===== src/rtl/mem_arb_pkg.sv =====
// rtl/mem_arb_pkg.sv - shared types and constants for the genrom port arbiter
package mem_arb_pkg;
    localparam int NUM_REQ = 2;

    typedef logic req_id_t;

    typedef enum logic [1:0] {
        IDLE,
        WAIT,
        RESP
    } arb_state_e;
endpackage


===== src/rtl/mem_arb_grant.sv =====
// rtl/mem_arb_grant.sv - winner select; MEM_ARB_ROUND_ROBIN_EN alternates ties via last_grant
module mem_arb_grant
    import mem_arb_pkg::*;
(
`ifdef MEM_ARB_ROUND_ROBIN_EN
    input  logic               clk,
    input  logic               rst_n,
    input  logic               grant_en,
`endif
    input  logic [NUM_REQ-1:0] req_valid,
    output req_id_t            winner
);

`ifdef MEM_ARB_ROUND_ROBIN_EN
    req_id_t last_grant_q;
    req_id_t last_grant_d;

    always_comb begin
        if (req_valid == 2'b11) begin
            winner = ~last_grant_q;
        end else begin
            winner = req_valid[1] & ~req_valid[0];
        end
        last_grant_d = grant_en ? winner : last_grant_q;
    end

    always_ff @(posedge clk or negedge rst_n) begin
        if (!rst_n) begin
            last_grant_q <= 1'b1;
        end else begin
            last_grant_q <= last_grant_d;
        end
    end
`else
    // Requester 0 (instruction fetch) always wins a tie.
    assign winner = req_valid[1] & ~req_valid[0];
`endif

endmodule


===== src/rtl/mem_port_arbiter.sv =====
// rtl/mem_port_arbiter.sv - shares the genrom read port between fetch and load; MEM_ARB_ROUND_ROBIN_EN enables round-robin ties
module mem_port_arbiter
    import mem_arb_pkg::*;
#(
    parameter int MEM_ADDR    = 4,
    parameter int MEM_EXTRA   = 4,
    parameter int MEM_LATENCY = 1
) (
    input  logic                                 clk,
    input  logic                                 reset,
    input  logic [NUM_REQ-1:0]                   req_valid,
    input  logic [NUM_REQ-1:0][MEM_ADDR:0]       req_addr,
    input  logic [NUM_REQ-1:0][MEM_EXTRA-1:0]    req_extra,
    output logic [NUM_REQ-1:0]                   req_ready,
    output logic [NUM_REQ-1:0]                   rsp_valid,
    input  logic [NUM_REQ-1:0]                   rsp_ready,
    output logic [(2**MEM_EXTRA)*8-1:0]          rsp_data,
    output logic                                 rsp_error,
    input  logic [NUM_REQ-1:0][MEM_ADDR:0]       cfg_lower,
    input  logic [NUM_REQ-1:0][MEM_ADDR:0]       cfg_upper,
    output logic [MEM_ADDR:0]                    mem_addr,
    output logic [MEM_EXTRA-1:0]                 mem_extra,
    output logic [MEM_ADDR:0]                    mem_lower_bound,
    output logic [MEM_ADDR:0]                    mem_upper_bound,
    input  logic [(2**MEM_EXTRA)*8-1:0]          mem_data,
    input  logic                                 mem_error
);

    localparam int          DATA_W   = (2**MEM_EXTRA) * 8;
    localparam logic [2:0]  LAT_INIT = 3'(MEM_LATENCY - 1);

    arb_state_e            state_q, state_d;
    logic [2:0]            cnt_q, cnt_d;
    req_id_t               winner_q, winner_d;
    req_id_t               grant_id;
    logic                  armed_q, armed_d;
    logic                  grant_en;
    logic [MEM_ADDR:0]     mem_addr_q, mem_addr_d;
    logic [MEM_ADDR:0]     mem_lower_q, mem_lower_d;
    logic [MEM_ADDR:0]     mem_upper_q, mem_upper_d;
    logic [MEM_EXTRA-1:0]  mem_extra_q, mem_extra_d;
    logic [NUM_REQ-1:0]    rsp_valid_q, rsp_valid_d;
    logic [DATA_W-1:0]     rsp_data_q, rsp_data_d;
    logic                  rsp_error_q, rsp_error_d;

    // armed_q keeps req_ready low while reset is held, even if requests are already raised.
    assign grant_en = armed_q && (state_q == IDLE) && (|req_valid);

    mem_arb_grant u_grant (
`ifdef MEM_ARB_ROUND_ROBIN_EN
        .clk       (clk),
        .rst_n     (reset),
        .grant_en  (grant_en),
`endif
        .req_valid (req_valid),
        .winner    (grant_id)
    );

    always_comb begin
        req_ready = '0;
        if (grant_en) begin
            req_ready[grant_id] = 1'b1;
        end
    end

    always_comb begin
        state_d     = state_q;
        cnt_d       = cnt_q;
        winner_d    = winner_q;
        armed_d     = 1'b1;
        mem_addr_d  = mem_addr_q;
        mem_extra_d = mem_extra_q;
        mem_lower_d = mem_lower_q;
        mem_upper_d = mem_upper_q;
        rsp_valid_d = rsp_valid_q;
        rsp_data_d  = rsp_data_q;
        rsp_error_d = rsp_error_q;
        case (state_q)
            IDLE: begin
                if (grant_en) begin
                    winner_d    = grant_id;
                    mem_addr_d  = req_addr[grant_id];
                    mem_extra_d = req_extra[grant_id];
                    mem_lower_d = cfg_lower[grant_id];
                    mem_upper_d = cfg_upper[grant_id];
                    cnt_d       = LAT_INIT;
                    state_d     = WAIT;
                end
            end
            WAIT: begin
                if (cnt_q == 3'd0) begin
                    rsp_data_d            = mem_data;
                    rsp_error_d           = mem_error;
                    rsp_valid_d[winner_q] = 1'b1;
                    state_d               = RESP;
                end else begin
                    cnt_d = cnt_q - 3'd1;
                end
            end
            RESP: begin
                if (rsp_ready[winner_q]) begin
                    rsp_valid_d = '0;
                    state_d     = IDLE;
                end
            end
            default: state_d = IDLE;
        endcase
    end

    always_ff @(posedge clk or negedge reset) begin
        if (!reset) begin
            state_q     <= IDLE;
            cnt_q       <= 3'd0;
            winner_q    <= 1'b0;
            armed_q     <= 1'b0;
            mem_addr_q  <= '0;
            mem_extra_q <= '0;
            mem_lower_q <= '0;
            mem_upper_q <= '0;
            rsp_valid_q <= '0;
            rsp_data_q  <= '0;
            rsp_error_q <= 1'b0;
        end else begin
            state_q     <= state_d;
            cnt_q       <= cnt_d;
            winner_q    <= winner_d;
            armed_q     <= armed_d;
            mem_addr_q  <= mem_addr_d;
            mem_extra_q <= mem_extra_d;
            mem_lower_q <= mem_lower_d;
            mem_upper_q <= mem_upper_d;
            rsp_valid_q <= rsp_valid_d;
            rsp_data_q  <= rsp_data_d;
            rsp_error_q <= rsp_error_d;
        end
    end

    assign rsp_valid       = rsp_valid_q;
    assign rsp_data        = rsp_data_q;
    assign rsp_error       = rsp_error_q;
    assign mem_addr        = mem_addr_q;
    assign mem_extra       = mem_extra_q;
    assign mem_lower_bound = mem_lower_q;
    assign mem_upper_bound = mem_upper_q;

endmodule


===== config.mk =====
export PLATFORM = sky130hd
export DESIGN_NAME = mem_port_arbiter
export DESIGN_NICKNAME = d
export VERILOG_FILES = /design/src/rtl/mem_arb_pkg.sv /design/src/rtl/mem_arb_grant.sv /design/src/rtl/mem_port_arbiter.sv
export SDC_FILE = /design/constraint.sdc
export NUM_CORES = 1
export LEC_CHECK = 0
export ABC_AREA = 0
export ABC_CLOCK_PERIOD_IN_PS = 1890
export CAP_MARGIN = 10
export CORE_ASPECT_RATIO = 2
export CORE_UTILIZATION = 36
export CTS_CLUSTER_DIAMETER = 30
export CTS_CLUSTER_SIZE = 30
export DETAILED_ROUTE_END_ITERATION = 10
export HOLD_SLACK_MARGIN = 0.05
export PLACE_DENSITY = 0.84
export SETUP_SLACK_MARGIN = 0.5
export SYNTH_ARGS = -nofsm -noshare
export SYNTH_HDL_FRONTEND = slang
export SYNTH_SLANG_ARGS = --single-unit
export TNS_END_PERCENT = 30

===== constraint.sdc =====
create_clock -name clk -period 1.89 [get_ports clk]
set_clock_uncertainty 0.05 [all_clocks]
set_input_delay 0.2835 -clock clk [delete_from_list [all_inputs] [get_ports clk]]
set_output_delay 0.2835 -clock clk [all_outputs]
set_load 0.05 [all_outputs]

==> metrics.md, run 1 <==
| Metric | Value |
|---|---|
| Status | `finished, final reports clean` |
| Flop pwr share | `0.256` |
| Bufs and invs on worst path | `2` |
| Area Overhead vs Synth | `77.4%` |
| PortBufs | `324` |
| Setup TNS | `0 ns` |
| Drt wl/cell | `21.0 µm` |
| Clk root buf | `clkbuf_16` |
| WP data required | `1.56 ns` |
| Synthesized flop and latch total | `157` |
| Fin. max-slew vios | `0` |
| FP Rows | `67` |
| Largest net degree at the start of global routing | `46` |
| Cells along the critical path | `buf_6, and4bb_2, and2_4, buf_12` |
| CTS buffer count | `17` |
| Initial antenna violation count | `1` |
| Xor and xnor area share after synthesis | `0.00142` |
| Hold slack final | `0.326 ns` |
| Largest family of logic cells by synthesized area | `multiplexers` |
| Mapped Cells | `404` |
| Compound-Gate Fraction of Synth Area | `0.0589` |
| CP Max Fanout | `3` |
| Internal power | `13.2 mW` |
| H-Tree Depth | `4` |
| Static Leak | `4.94 nW` |
| Largest stage delay on the critical path | `0.39 ns` |
| Worst EP arrival | `1.52 ns` |
| Synth Area in Simple Gates | `0.0279` |
| Slowest CP cell | `dfrtp_1` |
| Worst-path clk slew | `0.06 ns` |
| # clock sinks | `157` |
| Iter 0 DRT Violations | `137` |
| Peak VDD IR | `1280 µV` |
| Dpl hpwl | `14300 µm` |
| Sw power | `11.4 mW` |
| Setup WS post-layout | `0.0412 ns` |
| Core Region | `16800 µm²` |
| Fill cell count | `1227` |
| CP top delay family | `simple AND/OR/NAND/NOR gates` |
| CTS tree | `done` |
| Multi-input logic area | `2520 µm²` |
| First drt pass iteration count | `6` |
| Fin. Hold Viols | `0` |
| Vias in the first global route | `5521` |
| Pre-CTS setup slack | `-0.0432 ns` |
| Grt ovf | `0` |
| Maxcap violations | `0` |
| GRT Overall Usage | `0.217` |
| Final net count | `951` |
| Total wire length | `20900 µm` |
| Share of cells above drive strength 1 | `0.483` |
| RePlAce Congestion | `0.770` |
| Final min period | `1.85 ns` |
| Area share of fa/ha/maj cells after synthesis | `0.00405` |
| Seq/Total Area, Yosys | `0.636` |
| Clock Path Buffers | `2` |
| Netlist cell types | `29` |
| CP Capture Type | `primary output` |
| CP startpoint kind | `flop` |
| Switching share of power | `0.464` |
| First-pass GRT wire length | `28700 µm` |
| Worst-Margin Slew | `0.638 ns` |
| Clk network pwr share | `0.135` |
| Die Footprint | `17700 µm²` |
| Avg Vias per Cell | `5.04` |
| Fmax achieved | `541 MHz` |
| DR vias | `5006` |
| # setup viols final | `0` |
| Critical path type | `reg -> out` |
| Post-route DRC | `0` |
| Routed Antenna Nets | `0` |
| Synthesized area per cell | `15.3 µm²` |
| Synthesized area | `6180 µm²` |
| Synthesized Nets | `579` |
| Hold crit path type | `in -> async` |
| Die Y | `187 µm` |
| Yosys warning total | `0` |
| RSZ-0062 raised after global routing | `true` |
| Mux contribution to synthesized area | `0.238` |
| Period utilization | `0.978` |
| Die W | `94.7 µm` |
| Comb pwr share | `0.609` |
| Starting Density | `0.369` |
| Register area | `3930 µm²` |
| Slew headroom | `0.573` |
| I/O pin total | `325` |
| Clock latency on the worst-skew pair | `0.42 ns` |
| PwrDens | `2250 nW/µm²` |
| Total power | `24.7 mW` |
-- final cells by class --
class | instances | area share
diodes | 1 | 0.000228
clock buffers | 21 | 0.0429
clock inverters | 7 | 0.00833
inverters | 6 | 0.00205
multi-input cells | 216 | 0.230
flip-flops and latches | 157 | 0.358
well taps | 207 | 0.0236
repair buffers | 378 | 0.335
-- final timing paths --
path / start / endpoint / slack (ns) / depth (start not counted)
worst max-delay path: state_q[0] / req_ready[1] / 0.04 / 4
worst min-delay path: reset / rsp_data[101] / 0.33 / 2
worst max register to register: cnt_q[1] / rsp_data[73] / 0.06 / 7
worst min register to register: rsp_data[93] / rsp_data[93] / 0.43 / 1
max in group asynchronous: reset / rsp_data[26] / 0.87 / 3
min in group clk: mem_data[93] / rsp_data[93] / 0.41 / 2
-- power by group through the flow --
stage | logic, mW | clock network, mW | registers, mW
after global routing | 15.6 | 3.53 | 6.49
after global placement | 13.1 | 0 | 6.07
after floorplan | 2.90 | 0 | 11.8
after detailed placement | 13.4 | 0 | 6.20
after CTS | 13.1 | 3.39 | 6.15
final | 15.0 | 3.33 | 6.32
-- kinds of logic (layout without fill, tap and decap cells) --
family | Yosys count | count (layout)
flip-flops | 157 | 157
multiplexers | 131 | 131
AO/OA/AOI/OAI | 47 | 47
AND/OR/NAND/NOR | 34 | 34
buffers and inverters | 31 | 412
adder cells (fa/ha/maj) | 2 | 2
other | 1 | 2
XOR/XNOR | 1 | 1
-- cell usage in the layout (no fill, tap or decap), drive strengths merged, types with 4 or more instances in the layout --
| master | instances |
|---|---|
| buf | 144 |
| nand2 | 20 |
| a22oi | 19 |
| dfrtp | 157 |
| clkbuf | 83 |
| inv | 6 |
| clkinv | 4 |
| mux2 | 130 |
| a32oi | 19 |
| clkdlybuf4s50 | 171 |
-- worst reg2reg max path, stage by stage, from the launching register on --
cell       delay (ns)
dfrtp_1          0.39
inv_2            0.09
ha_4             0.14
nor4bb_4         0.19
buf_6            0.18
clkbuf_16        0.19
clkbuf_16        0.17
mux2_4           0.31
-- synth_stat cells (all sizes together) --
library cell	instances	area, µm²
a21oi	2	10.0
nor2	3	11.3
a32oi	19	166
o221ai	1	8.76
dfrtp	157	3930
nand2	20	75.1
inv	6	22.5
and4bb	1	12.5
a31oi	2	12.5
nor3b	1	7.51
nor2b	2	12.5
mux2i	1	10.0
or3b	1	8.76
and2	1	6.26
buf	19	159
a22oi	19	143
o21ai	1	5.00
o22ai	3	18.8
xnor2	1	8.76
clkbuf	6	22.5
nor4bb	2	20.0
conb	1	3.75
nand2b	3	18.8
ha	2	25.0
mux2	130	1460
-- routing by layer --
metal | track usage | vias up | wire length, µm
li1 | - | 2204 | -
met1 | 0.194 | 2501 | 6740
met2 | 0.423 | 244 | 12100
met3 | 0.0504 | 57 | 1130
met4 | 0.113 | 0 | 936
met5 | 0 | - | 0
-- registers in the layout, indices dropped and copies added (netlist names) --
register,cells
winner_q,1
rsp_error,1
mem_lower_bound,5
state_q,2
rsp_data,128
armed_q,1
mem_addr,5
cnt_q,3
rsp_valid,2
mem_extra,4
mem_upper_bound,5
-- stage by stage --
step / instances / utilization / cell area [µm²]
after CTS: 980 / 0.618 / 10400
final: 993 / 0.654 / 11000
after global routing: 993 / 0.654 / 11000
after global placement: 938 / 0.589 / 9870
after floorplan: 404 / - / 6260
after detailed placement: 938 / 0.589 / 9870
-- what timing repair did --
item,4_1_cts,5_1_grt
buffers inserted,11,4
hold buffers,1,0
gates cloned,2,8
gates resized for setup,482,406
endpoints found under the setup margin,293,243
endpoints found under the hold margin,39,0
pin swaps,4,42
Power figures use the tool's default switching activity.
==> inputs of run 2 (changes only) <==
--- a/config.mk
+++ b/config.mk
@@ -16,6 +16,7 @@
 export HOLD_SLACK_MARGIN = 0.05
 export PLACE_DENSITY = 0.84
 export SETUP_SLACK_MARGIN = 0.5
+export SKIP_CTS_REPAIR_TIMING = 1
 export SYNTH_ARGS = -nofsm -noshare
 export SYNTH_HDL_FRONTEND = slang
 export SYNTH_SLANG_ARGS = --single-unit
==> metrics.md, run 2 (synthesis results as in run 1) <==
| Metric | Value |
|---|---|
| Status | `finished, violations left` |
| Violated checks | `negative setup slack` |
| # clock sinks | `157` |
| I/O pin total | `325` |
| Maxcap violations | `0` |
| CP Launch Point | `state_q[1]` |
| Ant. Diodes | `0` |
| Clock Path Buffers | `2` |
| Setup TNS | `-0.0300 ns` |
| Area post-placement | `9870 µm²` |
| RSZ-0062 raised after global routing | `true` |
| Starting Density | `0.369` |
| Slew headroom | `0.599` |
| PwrDens | `2250 nW/µm²` |
| First drt pass iteration count | `4` |
| First-pass GRT wire length | `28000 µm` |
| CP startpoint kind | `flop` |
| Share of cells above drive strength 1 | `0.488` |
| Slowest CP cell | `nor4bb_4` |
| Die Footprint | `17700 µm²` |
| Fin. Hold Viols | `0` |
| Pre-CTS setup slack | `-0.0432 ns` |
| Post-route DRC | `0` |
| Cells along the critical path | `buf_6, nor4bb_4, buf_12` |
| Final instance area | `11000 µm²` |
| Most common cell after layout, fill and taps aside | `clkdlybuf4s50_1` |
| GRT Overall Usage | `0.211` |
| # setup viols final | `1` |
| Largest net degree at the start of global routing | `46` |
| Peak VDD IR | `1300 µV` |
| Layout Cells excl Fill | `994` |
| Fin. max-slew vios | `0` |
| Core Region | `16800 µm²` |
| H-Tree Depth | `4` |
| Cells after DPL | `938` |
| Fmax achieved | `521 MHz` |
| Period utilization | `1.02` |
| CTS tree | `done` |
| Fill cell count | `1213` |
| Clk root buf | `clkbuf_16` |
| PortBufs | `324` |
| Hold crit path type | `in -> async` |
| Avg Vias per Cell | `5.03` |
| Worst-Margin Slew | `0.600 ns` |
| Setup WS post-layout | `-0.0300 ns` |
| Clock latency on the worst-skew pair | `0.41 ns` |
| Final net count | `953` |
| CP Capture Type | `primary output` |
| Die W | `94.7 µm` |
| WP data required | `1.56 ns` |
| Hold slack final | `0.326 ns` |
| Largest stage delay on the critical path | `0.44 ns` |
| Vias in the first global route | `5440` |
| Critical path type | `reg -> out` |
| FP Rows | `67` |
| Number of flip-flops in the largest register | `128` |
| Crit Reg-Reg Startpoint | `cnt_q[1]` |
| Final min period | `1.92 ns` |
| Initial antenna violation count | `0` |
| Dpl hpwl | `14300 µm` |
| Iter 0 DRT Violations | `167` |
| Routed Antenna Nets | `0` |
| CTS buffer count | `17` |
| Setup slack, reg-to-reg | `0.01 ns` |
| Static Leak | `5.00 nW` |
| Die Y | `187 µm` |
| CP Max Fanout | `6` |
| Grt ovf | `0` |
| Area Overhead vs Synth | `78.7%` |
| Total wire length | `21000 µm` |
| Worst EP arrival | `1.59 ns` |
| Drt wl/cell | `21.1 µm` |
| DR vias | `5003` |
| Most frequent cells in the layout | `clkdlybuf4s50_1 (171), dfrtp_1 (157), buf_4 (100), mux2_4 (92), clkbuf_4 (54)` |
| RePlAce Congestion | `0.770` |
| Worst-path clk slew | `0.06 ns` |
run 2: cell count changes in the layout (fill, tap and decap cells not counted), sizes merged:
cell and delta:
dlymetal6s2s +1, diode -1, buf +1
run 2: path summary, 6_finish.rpt:
kind,endpoint,cells past startpoint
max,req_ready[0],3
min,rsp_data[101],2
max reg2reg,rsp_data[4],7
min reg2reg,rsp_data[46],1
max in group asynchronous,rsp_data[26],3
min in group clk,rsp_data[25],2
run 2: power by group:
part / internal (mW) / leakage (nW) / switching, mW
combinational: 6.26 / 2.86 / 9.00
sequential: 5.12 / 1.86 / 1.19
clock: 2.02 / 0.277 / 1.31
run 2: area by class of cell:
class | instances | area (µm²) | area share
clock inverter | 7 | 91.3 | 0.00827
timing repair buffer | 380 | 3700 | 0.335
multi-input combinational | 216 | 2580 | 0.233
tap | 207 | 259 | 0.0234
inverter | 6 | 22.5 | 0.00204
clock buffer | 21 | 470 | 0.0426
sequential | 157 | 3930 | 0.356
run 2: metal layers:
metal  up-vias  GRT usage  wire length [µm]
met5         -          0                 0
met4         0      0.108               886
met3        55     0.0520              1200
met2       248      0.410             12300
met1      2498      0.191              6640
li1       2202          -                 -
run 2: through the flow:
stage / utilization / power (mW)
floorplan: - / 14.7
global placement: 0.589 / 19.2
detailed placement: 0.589 / 19.6
CTS: 0.622 / 23.1
global route: 0.659 / 25.8
finish: 0.659 / 24.9
run 2: critical path, delay by kind of cell, from the launching register on:
family	cells	cell delay, ns
flops	1	0.39
buf+inv	2	0.33
simple gates	1	0.44
